**src/rtl/counter_rr.sv**
```systemverilog
// counter_rr: free-running step counter used as the PC/step source.
// Optional build macro COUNTER_RR_SATURATE_EN holds at WRAP_VALUE instead of wrapping.
module counter_rr #(
    parameter int unsigned      WIDTH       = 32,
    parameter logic [WIDTH-1:0] STEP        = WIDTH'(4),
    parameter logic [WIDTH-1:0] RESET_VALUE = '0,
    parameter logic [WIDTH-1:0] WRAP_VALUE  = WIDTH'(32'hFFFF_FFFC)
) (
    input  logic             clk,
    input  logic             reset,
    output logic [WIDTH-1:0] out
);

    // Declaration initialiser gives a defined count at power-up, before any reset.
    logic [WIDTH-1:0] r_count = RESET_VALUE;
    logic [WIDTH-1:0] w_next;
    logic             w_atWrap;

    assign w_atWrap = (r_count == WRAP_VALUE);

    always_comb begin
        w_next = r_count + STEP;
        if (w_atWrap) begin
`ifdef COUNTER_RR_SATURATE_EN
            w_next = WRAP_VALUE;
`else
            w_next = RESET_VALUE;
`endif
        end
    end

    // Reset outranks both wrap/saturate and increment.
    always_ff @(posedge clk) begin
        if (reset) begin
            r_count <= RESET_VALUE;
        end else begin
            r_count <= w_next;
        end
    end

    assign out = r_count;

endmodule

```
**config.mk**
```make
export PLATFORM = sky130hd
export DESIGN_NAME = counter_rr
export DESIGN_NICKNAME = d
export VERILOG_FILES = /design/src/rtl/counter_rr.sv
export SDC_FILE = /design/constraint.sdc
export NUM_CORES = 1
export LEC_CHECK = 0
export BUFFER_PORTS_ARGS = -buffer_cell sky130_fd_sc_hd__buf_2
export CORE_MARGIN = 2
export CORE_UTILIZATION = 52
export DETAILED_ROUTE_END_ITERATION = 16
export HOLD_SLACK_MARGIN = 0.08
export MAX_ROUTING_LAYER = met4
export PLACE_DENSITY_LB_ADDON = 0.15
export SLEW_MARGIN = 15
export SYNTH_ARGS = -nofsm -noshare
export SYNTH_HDL_FRONTEND = slang
export SYNTH_SLANG_ARGS = --single-unit
```
**constraint.sdc**
```tcl
create_clock -name clk -period 2.7 [get_ports clk]
set_clock_uncertainty 0.2 [all_clocks]
set_input_delay 0 -clock clk [delete_from_list [all_inputs] [get_ports clk]]
set_output_delay 0 -clock clk [all_outputs]
set_load 0.005 [all_outputs]
```
Word level (Yosys, flattened, before mapping) --
Cells that the tools add are included.
Storage, ports and cells: RAM bits 0, register bits 32, input port bits 2, output and inout bits 32, ROM bits 0, logic and storage cells 4, latch bits 0, memories kept 0
Cells by class: order comparisons 0, shift-type cells 0, bitwise logic cells 0, eq/ne operators 1, multiply operators 0, multiplexer cells 0, add/subtract/negate cells 1, divide/modulo/power cells 0, reductions and logical operators 1
Operator list (count):
- adder 32 x 3 -> 32 bit (second input constant) | 1
- equality test 32 bit (second input constant) | 1
- OR reduction 2 bit | 1

Depth between registers and ports, before layout --
depth in word-level cells 2, gate-level depth with buffers 8, depth with buffers taken out 6

Worst setup path after synthesis --
No wires, ideal clock.
kind flip-flop to flip-flop, start reg r_count[10] (netlist: out[10]), end reg r_count[17] (netlist: out[17]), required time 2.385 ns, stages on the path, launching flop included 9, path buffers 3, arrival time 1.745 ns, path slack 0.640 ns, library setup time 0.115 ns, period minus slack after synthesis 2.060 ns, path through dfxtp_1 > nand4_1 > or4_1 > buf_6 > nor2_4 > a31o_2 > buf_6 > buf_8 > nor2_1
Between the ends: word-level cells in the longest chain between the ends 2, elaborated cells on any way between the ends 3, those cells by class add/sub: 1; eq/ne: 1; reduce/logical: 1
Ends and longest elaborated chain:
- start: declaration | line 15 | logic [WIDTH-1:0] r_count = RESET_VALUE;
- start signal: assignment | line 37 | r_count <= w_next;
- branches (longest 2 deep; another with adder 32 x 3 -> 32 bit)
Several ways; the timed one is not identified. A chain may end at the register's enable or synchronous reset.

Final worst setup path --
start reg r_count[6] (netlist: out[6]), end reg r_count[29] (netlist: out[29])
The elaborated chain is that of the path after synthesis.

==> impl_metrics.csv <==
group,metric,value,unit
global_routing,gr-usage-all-layers,20.2,%
run_status,outcome,"completed",
clock_network,clockBufferDepth,2,
die,io_pins,34,
worst_setup_path,rrSetupSlack,0.50,ns
sta,grt_setup_unrepaired,"no",
global_routing,antenna_found_initial,0,
power,power_switching,0.165,mW
clock_network,root_buffer,"clkbuf_4",
worst_setup_path,crit_required,2.71,ns
global_routing,grt_max_degree,20,
global_routing,grt_pass1_wl,4.84,mm
global_routing,grt_use_met2,30.3,%
clock_network,numCtsBuffers,5,
yosys,netlist_instances,155,
sta,worst_pin_slew,0.508,ns
clock_network,clk_pin_slew,0.09,ns
yosys,ys_seq_area_share,42.8,%
yosys,ys.flop_type,"dfxtp_1",
routing,drc,0,
min_path,holdCritPathClass,"register to register",
sta,hold_violations,0,
sta,fin_crit_sh,81.3,%
placement,port_buffers,31,
yosys,synthTopCellsByCount,"nor2_1, dfxtp_1, xor2_1",
yosys,synth_area,0.00140,sq mm
routing,drtIter0Drc,40,
worst_setup_path,worstPathMaxFanout,8,
cells_and_area,design_area,0.00161,sq mm
clock_network,cts_resized,0,
cells_and_area,drive_gt1_share,24.1,%
cells_and_area,nets,194,
die,die_w,56.0,um
routing,vias_per_cell,5.29,
placement,hpwlAfterDp,1.99,mm
cells_and_area,largest_reg_flops,30,
worst_setup_path,worst_setup_path_end_kind,"register",
cells_and_area,area_growth,14.7,%
worst_setup_path,critPathArrivalTime,2.21,ns
clock_network,cts_hold_buf,1,
die,initial_core_util,55.7,%
clock_network,cts_tree,"done",
power,seq_power_share,62.9,%
routing,wl_per_cell,12.7,um
placement,post_dp_cell_area,0.00156,sq mm
sta,finalSetupViolCount,0,
routing,vias,1170,
clock_network,postCtsSetupBuffers,0,
die,dieArea,0.00313,sq mm
flow_run,maxCapViolations,0,
routing,drt_pass1_iterations,4,
power,peakVddDrop,348,uV
routing,routed_wl,2.80,mm
global_routing,grt_use_met3,4.88,%
yosys,yosysMostFrequentCell,"nor2_1",
die,rows,18,
power,fin_total_pwr,0.716,mW
worst_setup_path,path_class,"register to register",
yosys,synth_edf_count,0,
yosys,syn_area_per_cell,9.06,sq um
yosys,ys.warnings.count,0,
yosys,synth.top_cell.area_share,42.8,%
sta,slew_headroom,66.0,%
power,combinationalPowerShare,2.9,%
power,power_leakage,0.673,nW
global_routing,met1_usage,25.0,%
cells_and_area,final_util,63.8,%
routing,ant_nets,0,
clock_network,clkLatencyLatePin,0.34,ns
global_routing,overflow,0,
yosys,yosys-top-cells-area,"dfxtp_1, nor2_1, xor2_1",
power,swShare,23.0,%
global_routing,grt_pass1_vias,1070,
yosys,synth-async-reset-ratio,0,%
power,power.internal,0.552,mW
cells_and_area,antenna_cells,0,
sta,tns,0,ns
sta,final_max_slew_viol_count,0,
clock_network,htreeDepth,2,
power,p_clk_share,34.2,%
power,power_per_cell_area,445,mW/mm^2
sta,max_clock_freq,455,MHz
yosys,synth-seq-cells,30,
worst_setup_path,start_kind,"register",
global_routing,globalRoute.busiestLayer,"met2",
yosys,yosys.area.top_type,"dfxtp_1",
die,coreArea,0.00252,sq mm
clock_network,clock-sinks,30,
placement,gp_congestion,0.832,
sta,fin_crit,2.20,ns
cells_and_area,n_fill_cell,233,
die,die_y,56.0,um
yosys,ys_types,28,
-- power by group through the flow --
stage / Sequential (mW) / Combinational, mW / Clock [mW]
floorplan: 0.461 / 0.0185 / 0
global placement: 0.461 / 0.0196 / 0
detailed placement: 0.461 / 0.0202 / 0
CTS: 0.451 / 0.0213 / 0.250
global route: 0.452 / 0.0245 / 0.274
finish: 0.451 / 0.0208 / 0.245
-- cells in the final DEF, fill, tap and decap left out, types with 3 or more instances in the layout --
cell type	n
nor2_1	33
clkbuf_4	5
inv_1	3
nand4_1	10
nand2_1	11
nor3_1	4
nand3_1	11
buf_2	31
xnor2_1	13
xor2_1	14
dfxtp_1	30
-- per-stage QoR --
step	setup slack (ns)	instances	hold slack, ns
5_1_grt	0.332	221	0.345
3_5_place_dp	0.522	213	0.130
4_1_cts	0.500	221	0.304
6_report	0.504	221	0.298
2_1_floorplan	0.640	156	-0.128
3_3_place_gp	0.555	213	0.127
-- final cells by class --
| class | instances | area, sq um | area share, % |
|---|---|---|---|
| multi-input combinational | 117 | 736 | 45.7 |
| sequential | 30 | 601 | 37.3 |
| timing repair buffer | 34 | 180 | 11.2 |
| clock buffer | 7 | 45.0 | 2.80 |
| tap | 30 | 37.5 | 2.33 |
| inverter | 3 | 11.3 | 0.699 |
-- logic make-up (layout without fill, tap and decap cells) --
family,after synthesis,in the layout,share of synthesized area [%]
buffers and inverters,9,44,5.08
AND/OR/NAND/NOR,83,83,31.8
other,1,2,0.267
adder cells (fa/ha/maj),1,1,0.891
flip-flops,30,30,42.8
AO/OA/AOI/OAI,4,4,2.32
XOR/XNOR,27,27,16.8
-- path summary, 6_finish.rpt --
path / cells past startpoint / to / startpoint
max: 6 / out[29] / out[6]
min reg2reg: 1 / out[2] / out[2]
max reg2reg: 6 / out[29] / out[6]
min: 1 / out[2] / out[2]
-- critical path: stages (launching register included) --
cell and delay, ns:
dfxtp_1 0.44, nand4_1 0.23, or4_1 0.52, buf_4 0.22, nor4_4 0.26, xnor2_1 0.15
nor2_1 0.06
-- routing by layer --
metal	vias up	wire length [um]
met5	-	0
li1	598	-
met2	31	1290
met4	0	38
met3	6	162
met1	535	1310
Note: power is estimated with default switching activity, not from simulation.
